<file path="src/rtl/ram_stream_reader.sv">
// Streams `count` consecutive RAM words starting at `base` onto a ready/valid port.
// Optional bounds check against ram_length is enabled by defining RAM_STREAM_READER_BOUNDS_CHECK_EN.
module ram_stream_reader #(
    parameter int WIDTH = 32
) (
    input  logic             clk,
    input  logic             reset,
    input  logic             start,
    input  logic [31:0]      base,
    input  logic [31:0]      count,
    output logic             busy,
    output logic             done,
    output logic             error,
    output logic [31:0]      ram_address,
    output logic             ram_oe,
    output logic             ram_we,
    output logic [WIDTH-1:0] ram_din,
    input  logic [WIDTH-1:0] ram_dout,
    input  logic [31:0]      ram_length,
    output logic [WIDTH-1:0] m_data,
    output logic             m_valid,
    input  logic             m_ready
);
    typedef enum logic [1:0] {
        IDLE = 2'd0,
        RUN  = 2'd1,
        DONE = 2'd2
    } state_t;

    state_t           r_state;
    logic             r_busy;
    logic             r_done;
    logic [31:0]      r_addr;
    logic [31:0]      r_issue_left;
    logic [31:0]      r_beats_left;
    logic             r_inflight;
    logic [1:0]       r_buf_cnt;
    logic [WIDTH-1:0] r_buf0;
    logic [WIDTH-1:0] r_buf1;

    logic             w_pop;
    logic             w_issue;
    logic             w_reject;
    logic [2:0]       w_occ;

`ifdef RAM_STREAM_READER_BOUNDS_CHECK_EN
    logic             r_error;
    logic [32:0]      w_end;

    assign w_end    = {1'b0, base} + {1'b0, count};
    assign w_reject = (w_end > {1'b0, ram_length});

    // Sticky until the next accepted start re-evaluates it.
    always_ff @(posedge clk) begin
        if (!reset) begin
            r_error <= 1'b0;
        end else if (r_state == IDLE && start) begin
            r_error <= w_reject;
        end
    end

    assign error = r_error;
`else
    logic w_unused_len;

    assign w_unused_len = ^ram_length;
    assign w_reject     = 1'b0;
    assign error        = 1'b0;
`endif

    assign m_valid = (r_buf_cnt != 2'd0);
    assign w_pop   = m_valid && m_ready;

    // Buffered words plus the read whose data is on ram_dout this cycle.
    assign w_occ   = {1'b0, r_buf_cnt} + {2'b00, r_inflight};
    assign w_issue = (r_state == RUN) && (r_issue_left != 32'd0) &&
                     ((w_occ < 3'd2) || ((w_occ == 3'd2) && w_pop));

    assign ram_oe      = w_issue;
    assign ram_address = r_addr;
    assign ram_we      = 1'b0;
    assign ram_din     = '0;
    assign m_data      = r_buf0;
    assign busy        = r_busy;
    assign done        = r_done;

    always_ff @(posedge clk) begin
        if (!reset) begin
            r_state      <= IDLE;
            r_busy       <= 1'b0;
            r_done       <= 1'b0;
            r_addr       <= 32'd0;
            r_issue_left <= 32'd0;
            r_beats_left <= 32'd0;
        end else begin
            case (r_state)
                IDLE: begin
                    if (start) begin
                        r_addr       <= base;
                        r_issue_left <= count;
                        r_beats_left <= count;
                        if (w_reject || count == 32'd0) begin
                            r_state <= DONE;
                            r_done  <= 1'b1;
                        end else begin
                            r_state <= RUN;
                            r_busy  <= 1'b1;
                        end
                    end
                end
                RUN: begin
                    if (w_issue) begin
                        r_addr       <= r_addr + 32'd1;
                        r_issue_left <= r_issue_left - 32'd1;
                    end
                    if (w_pop) begin
                        r_beats_left <= r_beats_left - 32'd1;
                        if (r_beats_left == 32'd1) begin
                            r_state <= DONE;
                            r_busy  <= 1'b0;
                            r_done  <= 1'b1;
                        end
                    end
                end
                DONE: begin
                    r_state <= IDLE;
                    r_done  <= 1'b0;
                end
                default: begin
                    r_state <= IDLE;
                    r_busy  <= 1'b0;
                    r_done  <= 1'b0;
                end
            endcase
        end
    end

    // Two-entry in-order buffer; r_buf0 is always the head presented on m_data.
    always_ff @(posedge clk) begin
        if (!reset) begin
            r_inflight <= 1'b0;
            r_buf_cnt  <= 2'd0;
            r_buf0     <= '0;
            r_buf1     <= '0;
        end else begin
            r_inflight <= w_issue;
            case ({r_inflight, w_pop})
                2'b10: begin
                    if (r_buf_cnt == 2'd0) begin
                        r_buf0 <= ram_dout;
                    end else begin
                        r_buf1 <= ram_dout;
                    end
                    r_buf_cnt <= r_buf_cnt + 2'd1;
                end
                2'b01: begin
                    r_buf0    <= r_buf1;
                    r_buf_cnt <= r_buf_cnt - 2'd1;
                end
                2'b11: begin
                    if (r_buf_cnt == 2'd1) begin
                        r_buf0 <= ram_dout;
                    end else begin
                        r_buf0 <= r_buf1;
                        r_buf1 <= ram_dout;
                    end
                end
                default: begin
                end
            endcase
        end
    end

endmodule

</file>
<file path="config.mk">
export PLATFORM = sky130hd
export DESIGN_NAME = ram_stream_reader
export DESIGN_NICKNAME = d
export VERILOG_FILES = /design/src/rtl/ram_stream_reader.sv
export SDC_FILE = /design/constraint.sdc
export NUM_CORES = 1
export LEC_CHECK = 0
export ABC_AREA = 1
export CAP_MARGIN = 20
export CORE_MARGIN = 1.5
export CORE_UTILIZATION = 52
export CTS_CLUSTER_DIAMETER = 60
export DETAILED_ROUTE_END_ITERATION = 10
export GPL_TIMING_DRIVEN = 1
export PLACE_DENSITY = 0.89
export SLEW_MARGIN = 20
export SYNTH_ARGS = -nofsm -noshare
export SYNTH_HDL_FRONTEND = slang
export SYNTH_SLANG_ARGS = --single-unit
</file>
<file path="constraint.sdc">
create_clock -name clk -period 2.2 [get_ports clk]
set_input_delay 0.44 -clock clk [delete_from_list [all_inputs] [get_ports clk]]
set_output_delay 0.44 -clock clk [all_outputs]
set_load 0.03 [all_outputs]
</file>
# --- Word level (Yosys, flattened, before mapping) ---
# Cells that the tools add are included.
totals:
  register_bits: 167
  inputBits: 132
  wordCells: 86
classes:
  n_addsub: 6
  magnitude_cmp: 1
  n_eq_ne: 17
  n_mux: 30
  n_bitwise: 1
  reduce_logical: 21
ops:
  columns: ["operator", "n"]
  rows:
  - ["32-bit 2-to-1 mux", 9]
  - ["32-bit case mux with 2 select lines", 4]
  - ["32-bit case mux with 3 select lines", 1]
  - ["32-bit by 1-bit subtractor with 32-bit output, second input constant", 2]
  - ["32-bit by 1-bit adder with 32-bit output, second input constant", 1]
  - ["32-bit by 1-bit == test with 1-bit output, second input constant", 1]
  - ["32-bit logical NOT", 1]
  - ["32-bit nonzero test", 1]
  - ["2-bit != test, second input constant", 8]
  - ["3-bit AND reduction", 4]
  - ["1-bit 2-to-1 mux", 8]
  - ["2-bit 2-to-1 mux", 4]
  - ["2-bit case mux with 2 select lines", 2]
  - ["2-bit nonzero test", 4]
  - ["2-bit by 1-bit == test with 1-bit output, second input constant", 3]
  - ["2-bit == test, second input constant", 3]
  - ["5-bit AND reduction", 1]
  - ["1-bit logical AND", 4]
  - ["2-bit logical NOT", 2]
  - ["4-bit AND reduction", 1]
  - ["2-bit by 1-bit adder with 3-bit output", 1]
  - ["3-bit by 2-bit == test with 1-bit output, second input constant", 1]
  - ["3-bit by 2-bit < comparator with 1-bit output, second input constant", 1]
  - ["1-bit case mux with 3 select lines", 1]
  - ["8 further kinds", 8]

# --- Depth between registers and ports, before layout ---
depth:
  word_depth: 7
  ltp_mapped: 15
  mapped_depth_nobuf: 14

# --- Worst setup path before layout ---
# OpenSTA, ideal clock, no wires.
synth_path:
  path_kind: "register to register"
  startpoint: "reg r_buf_cnt[0]"
  endpoint: "reg r_buf1[10]"
  setup_ns: 0.128
  arrival_ns: 2.115
  path_slack_ns: -0.044
  path_stages_with_launch: 15
  path_buffers: 1
  period_less_slack_ns: 2.244
  cell_sequence: "dfxtp_1 -> inv_1 -> ha_1 -> inv_1 -> nand2_1 -> inv_1 -> ha_1 -> inv_1 -> nor2_1 -> inv_1 -> nand2_1 -> nand2_1 -> clkbuf_1 -> o21ai_0 -> a21oi_1"
synth_via:
  elab_chain_len: 5
  word_cells_on_any_way: 11
synth_lines:
  columns: ["element", "line", "text"]
  rows:
  - ["start: declaration", "37", "logic [1:0] r_buf_cnt;"]
  - ["start signal: assignment", "154", "r_buf_cnt <= r_buf_cnt + 2'd1;"]
  - ["start signal: assignment", "158", "r_buf_cnt <= r_buf_cnt - 2'd1;"]
  - ["2-bit nonzero test *", "71", "assign m_valid = (r_buf_cnt != 2'd0);"]
  - ["via m_valid", "21", "output logic m_valid,"]
  - ["1-bit logical AND *", "72", "assign w_pop = m_valid && m_ready;"]
  - ["2-bit == test", "147", "case ({r_inflight, w_pop})"]
  - ["2-bit != test (no line) / 2-bit nonzero test (equally long branches)", null, null]
  - ["3-bit AND reduction (no line)", null, null]
  - ["end signal: assignment", "152", "r_buf1 <= ram_dout;"]
  - ["end signal: assignment", "165", "r_buf1 <= ram_dout;"]
  - ["end: declaration", "39", "logic [WIDTH-1:0] r_buf1;"]
# The timed path passes the listed nets; every way through them passes the cells marked *.
# A chain may end at the register's enable or synchronous reset.

# --- Worst setup path in the final report ---
layout_path:
  startpoint: "reg r_issue_left[18]"
  endpoint: "out ram_oe"
layout_via:
  elab_chain_len: 3
layout_lines:
  columns: ["element", "line", "text"]
  rows:
  - ["start: declaration", "34", "logic [31:0] r_issue_left;"]
  - ["start signal: assignment", "100", "r_issue_left <= count;"]
  - ["start signal: assignment", "114", "r_issue_left <= r_issue_left - 32'd1;"]
  - ["32-bit nonzero test", "76", "assign w_issue = (r_state == RUN) && (r_issue_left != 32'd0) &&"]
  - ["1-bit logical AND (2 in series)", "76", null]
  - ["end: declaration", "15", "output logic ram_oe,"]
# No other way between the ends.

==> reports/results.tsv <==
metric	value	unit
outcome	finished, violations left	
violations	setup timing	
layout.cells.non_filler	2232	
critical_path.slowest_cell	sky130_fd_sc_hd__dfxtp_1	
arr_time_crit_path	1770	ps
avgSynthCellArea	5.91	µm²
worst_path_most_repeated_cell	sky130_fd_sc_hd__nand2_1	
vias	11854	
antenna_diodes	0	
cp-start-kind	register	
timing.critical_path.depth	9	
die_h	146	µm
wire_per_inst	13.7	µm
nets_final	2093	
holdCritPathClass	in2reg	
timing.hold.worst_path_depth	3	
dr_wl_met2	14300	µm
tns	-6.83	ps
min_period_over_period	1.00	
grt_remaining_overflow	0	
final_layout_fill_cell_count	1746	
detail_route.wirelength	30600	µm
detail-route-antenna-nets	0	
clock_sink_count	167	
max-cap-violations	0	
power.switching	6.47	mW
placedCellCount	2191	
cpLargestDelayFamily	simple AND/OR/NAND/NOR gates	
fin_worst_hold_slack	408	ps
maxSlewViolCount	0	
fin_crit	2210	ps
setup_viol	1	
cts_tree	done	
timing.final.ws_setup	-6.83	ps
initial_core_utilization	0.528	
rr_worst_depth	15	
cts_root_buffer	sky130_fd_sc_hd__clkbuf_16	
ctsHoldBuffers	0	
finClkSkew	15.5	ps
drc	0	
final_weighted_congestion_in_routability_driven_placement	0.937	
grt_pass1_vias	10647	
post_synth_inst_count	1801	
mostFrequentLayoutCells	494 x sky130_fd_sc_hd__nand2_1, 368 x sky130_fd_sc_hd__nor2_1, 180 x sky130_fd_sc_hd__inv_1	
crit_required	1760	ps
power.density_cell_area	1080	nW/µm²
power_leakage	6.13	nW
synth_top_cell_area_share	0.314	
hold_viol	0	
grt_start_max_net_pins	71	
portBuffers	167	
ys_seq_area_frac	0.314	
pin_count	234	
layout_commonest_cell	sky130_fd_sc_hd__nand2_1	
cts_made_buffers	17	
crit_path_max_fo	4	
fp.dieArea	21400	µm²
clock_tree.htree_level_count	4	
antenna_violations_before_repair	0	
die_x	146	µm
synth_cell_types	40	
syn_to_layout_area_delta	25.7	%
power.switching_fraction	0.447	
power_frac_seq	0.309	
cp_num_buf_inv	3	
critical_path.max_stage_delay	360	ps
maximum_clock_frequency	0.453	GHz
clkSlewWorstSetupHoldPaths	80	ps
yosys-top-cells-area	sky130_fd_sc_hd__dfxtp_1 31%, sky130_fd_sc_hd__nand2_1 18%, sky130_fd_sc_hd__nor2_1 13%, sky130_fd_sc_hd__inv_1 6.6%, sky130_fd_sc_hd__nand3_1 5.9%	
grt_first_pass_wirelength	49600	µm
route.met3.wl	2460	µm
yosys_warnings	0	
crit_path_end_kind	output pin	
yosys_register_bits	167	
setup_repair_after_global_routing_missed_its_margin	true	
drt-vias-per-instance	5.31	
internal_power	8.00	mW
routed.top_layer	met4	
cts.path.max_buffers	2	
timing_worst_setup_path_type	reg2out	
rows	52	
clock_insertion_delay_worst_skew	450	ps
dr.pass1.iters	6	
comb_power_share	0.471	
post-dp-hpwl	21600	µm
yosysTopAreaCell	sky130_fd_sc_hd__dfxtp_1	
power.ir.vdd_worst	0.767	mV
met1Wirelength	13000	µm
share_clk_of_total_power	0.220	
timing.critical_path.cells	nor2_2, nand2_1, inv_1, nand2_1, nor2_1, nand2_2, nand3_2, inv_2, buf_6	
gr-usage-all-layers	0.279	
core_area	20200	µm²
layout-drive-gt1-share	0.0591	
drt-initial-drc-count	1263	
post_synth_instance_area	10700	µm²
[worst min-delay path: stages]
cell and delay [ps]:
sky130_fd_sc_hd__buf_4 210, sky130_fd_sc_hd__o21ai_0 110, sky130_fd_sc_hd__nor2_1 40
[cells in the mapped netlist (all sizes together)]
master and instances:
a21boi 3, a21oi 80, a31o 1, a31oi 12
and2 2, buf 66, clkbuf 46, clkinv 1
conb 1, dfxtp 167, ha 12, inv 190
nand2 499, nand3 127, nand3b 7, nand4 15
nor2 381, nor3 9, nor3b 2, o211ai 10
o21ai 114, o21bai 3, o221ai 22, o31ai 4
or2 2, xnor2 8, xor2 17
[power groups by stage]
stage	combinational [mW]	clock [mW]	sequential, mW
finish	6.81	3.18	4.48
detailed placement	6.50	0	4.49
CTS	6.64	3.22	4.44
global route	7.49	3.35	4.57
floorplan	3.79	0	5.05
global placement	6.32	0	4.47
[cells by family after synthesis]
family                   after synthesis  synth area share
other                                  1          0.000352
buffers and inverters                303             0.123
flip-flops                           167             0.314
AO/OA/AOI/OAI                        249             0.132
AND/OR/NAND/NOR                     1044             0.396
adder cells (fa/ha/maj)               12            0.0141
XOR/XNOR                              25            0.0206
[stage by stage]
step	utilization	area, µm²	total power [mW]	setup WS [ps]
global route	0.664	13400	15.4	-77.9
floorplan	-	10800	8.84	76.5
detailed placement	0.625	12600	11.0	-116
global placement	0.625	12600	10.8	-30.2
CTS	0.660	13300	14.3	2.44
finish	0.664	13400	14.5	-6.83
[sequential cells by signal, summed over array words and instances, names as in the netlist]
signal,flops
r_issue_left,32
r_buf_cnt,2
m_data,32
r_state,2
done,1
ram_address,32
r_buf1,32
busy,1
r_inflight,1
r_beats_left,32
[repair_timing]
item,in CTS,in global routing
pin swaps,1,4
resized for setup,14,15
endpoints found under the setup margin,4,3
setup buffers,6,3
[area by class of cell]
class | count | area, µm² | area share
Clock buffer | 17 | 425 | 0.0318
Clock inverter | 15 | 216 | 0.0162
Tap cell | 270 | 338 | 0.0252
Multi-Input combinational cell | 1364 | 6190 | 0.463
Sequential cell | 167 | 3350 | 0.250
Timing Repair Buffer | 208 | 2140 | 0.160
Inverter | 191 | 722 | 0.0539
[per-layer routing]
metal | global-route usage | up-vias
li1 | - | 5930
met1 | 0.361 | 5306
met2 | 0.469 | 555
met3 | 0.0441 | 63
met4 | 0.104 | 0
met5 | 0 | -
[path summary, 6_finish.rpt]
| kind | start | endpoint | slack (ps) |
|---|---|---|---|
| max | r_issue_left[18] | ram_oe | -7 |
| min | reset | r_buf1[27] | 410 |
| max reg2reg | r_issue_left[18] | r_issue_left[5] | 110 |
| min reg2reg | r_buf1[0] | r_buf1[0] | 450 |
Power figures use the tool's default switching activity.
==> RTL edit (config.mk and constraints unchanged) <==
The parameter `WIDTH` goes from 32 to 40.
--- a/src/rtl/ram_stream_reader.sv
+++ b/src/rtl/ram_stream_reader.sv
@@ -1,7 +1,7 @@
 // Streams `count` consecutive RAM words starting at `base` onto a ready/valid port.
 // Optional bounds check against ram_length is enabled by defining RAM_STREAM_READER_BOUNDS_CHECK_EN.
 module ram_stream_reader #(
-    parameter int WIDTH = 32
+    parameter int WIDTH = 40
 ) (
     input  logic             clk,
     input  logic             reset,
Interface: changed (resized m_data, ram_din and ram_dout); port bits go from 234 to 258. The function was not compared with the original's and may differ.
==> RTL edit against the unedited design <==
- total power rose by 7.4%
- synthesized area rose by 7.4%
- first-iteration DRC count fell by 32%
- global-route usage rose by 0.36 points
- worst setup slack got worse by 0.13 ns
- count of clock-buffer cells in the layout did not move
- largest power group unchanged
- maximum frequency fell by 5.5%
- sequential cell count rose by 16
- the run still ends with setup timing left
- hold slack barely moved
- cell count rose by 6.5%
- critical path depth rose by 1
- wire length rose by 7.0%
- critical path type unchanged
- core utilization fell by 0.29 points
- final area rose by 7.1%
==> RTL edit: results (changes against the unedited design) <==
outcome:
  status: "finished, violations left"
  violations: "setup timing"
grt:
  grt_pass1_vias: 11257  # +5.7%
  antenna_found_initial: 0  # unchanged
  grt_max_degree: 81  # +14%
  grt.total_usage_pct: 28.3  # +0.36 points
  grt_pass1_wl_mm: 52.3  # +5.6%
placed_design:
  placed_cells: 2337  # +6.7%
  finalWeightedCongestion: 0.938  # about the same
  hpwlAfterDp_mm: 23.6  # +9.3%
  io_buffers: 183  # +9.6%
  dpl_worst_slack_ns: -0.211  # -0.0955 ns
route:
  totalWireLength_mm: 32.7  # +7.0%
  drt_iter0_markers: 853  # -32%
  viasPerCell: 5.32  # +0.22%
  avgRoutedWirePerCell_um: 13.8  # +0.51%
  firstDrtPassIters: 5  # -1
clocking:
  cts_max_path_buffers: 2  # unchanged
  clk_pin_slew_ns: 0.08  # about the same
  cts_buffers: 17  # unchanged
  root_buffer: "clkbuf_16"
  cts_max_level: 4  # unchanged
  clkLatencyLatePin_ns: 0.44
worst_setup_path:
  cpMaxStageDelayCell: "dfxtp_2"
  arrival_ns: 1.90  # +0.13 ns
  cp_top_family: "simple AND/OR/NAND/NOR gates"
  cp_max_fo: 3  # -1
  max_stage_delay_ns: 0.34  # -0.02 ns
worst_hold_path:
  hp-class: "primary input to register"
final_layout:
  n_antenna_cell: 0  # unchanged
  num-nets-final: 2235  # +6.8%
  drive_gt1_share_pct: 5.49  # -0.43 points
power_and_ir_drop:
  ir_drop_mv: 0.798  # +4.0%
  p_leak_nw: 6.62  # +8.0%
timing:
  worst_slack_ns: -0.136  # -0.129 ns
  setup_viol: 1  # unchanged
  fin_skew_ns: 0.0150  # -0.000558 ns
synthesis:
  ys_top_cells_by_area: "dfxtp_1, nand2_1, nor2_1, inv_1, nand3_1"
  yosysWarnings: 0  # unchanged
  synthCells: 1923  # +6.8%
  async_flop_share_pct: 0  # unchanged
  netlist_top_cells_count: "nand2_1, nor2_1, inv_1"
  ys_seq_area_share_pct: 32.0  # +0.63 points
  ys_types: 35  # -13%
## RTL edit: cell count changes after synthesis, sizes merged, moves of 3 or more
cell    before  now
o221ai      22   38
inv        190  224
nand4       15   18
nor3         9    6
nand2      499  528
a21oi       80   90
nor2       381  396
o211ai      10    3
dfxtp      167  183
nand3      127  121
clkbuf      46   55
buf         66   75
## RTL edit: where the power goes
| group | internal, mW | total, mW | switching (mW) |
|---|---|---|---|
| registers | 4.19 | 4.92 | 0.731 |
| clock network | 1.57 | 3.20 | 1.63 |
| logic | 2.84 | 7.41 | 4.58 |
| total | 8.60 | 15.5 | 6.93 |
## RTL edit: logic make-up after synthesis
kind of cell | count (synthesis) | synth area share [%]
compound gates | 268 | 13.5
other cells | 1 | 0.0328
buf+inv | 354 | 13.5
flops | 183 | 32.0
fa+ha+maj | 12 | 1.31
simple gates | 1079 | 37.7
xor+xnor | 26 | 1.99
## RTL edit: path summary, 6_finish.rpt
kind	slack [ns]	endpoint	cells past startpoint	from
min reg2reg	0.45	r_buf1[34]	2	r_buf1[34]
max	-0.14	ram_oe	10	r_issue_left[0]
min	0.41	r_issue_left[13]	3	reset
max reg2reg	0.05	ram_address[19]	15	r_issue_left[0]
## RTL edit: metrics by stage
step,area [µm²],setup TNS [ns],hold slack (ns)
global placement,13600,-10.89,0.437
CTS,14200,-0.261,0.387
global route,14300,-0.369,0.404
finish,14300,-0.136,0.408
detailed placement,13600,-16.20,0.444
floorplan,11600,0,0.430
## RTL edit: layout make-up
| cell class | count | area (µm²) |
|---|---|---|
| Timing Repair Buffer | 230 | 2370 |
| Fill cell | 1943 | 7350 |
| Multi-Input combinational cell | 1427 | 6470 |
| Clock buffer | 17 | 425 |
| Tap cell | 280 | 350 |
| Sequential cell | 183 | 3670 |
| Clock inverter | 15 | 203 |
| Inverter | 224 | 843 |
## RTL edit: timing repair
action	in CTS	in global routing
setup buffers	2	5
setup endpoints to repair	21	137
hold buffers	0	0
gates cloned	0	0
pin swaps	3	8
endpoints found under the hold margin	0	0
resized for setup	8	21
## RTL edit: worst min-delay path, cell delays in order
cell and delay (ns):
buf_4 0.21, nand2_1 0.10, nor2_1 0.03
## RTL edit: routing by layer
layer / track usage, % / up-vias / part of all wire, %
met4: 12.6 / 0 / 3.4
li1: - / 6309 / -
met3: 5.12 / 76 / 7.4
met5: 0 / - / 0
met1: 35.6 / 5754 / 43
met2: 47.0 / 508 / 47
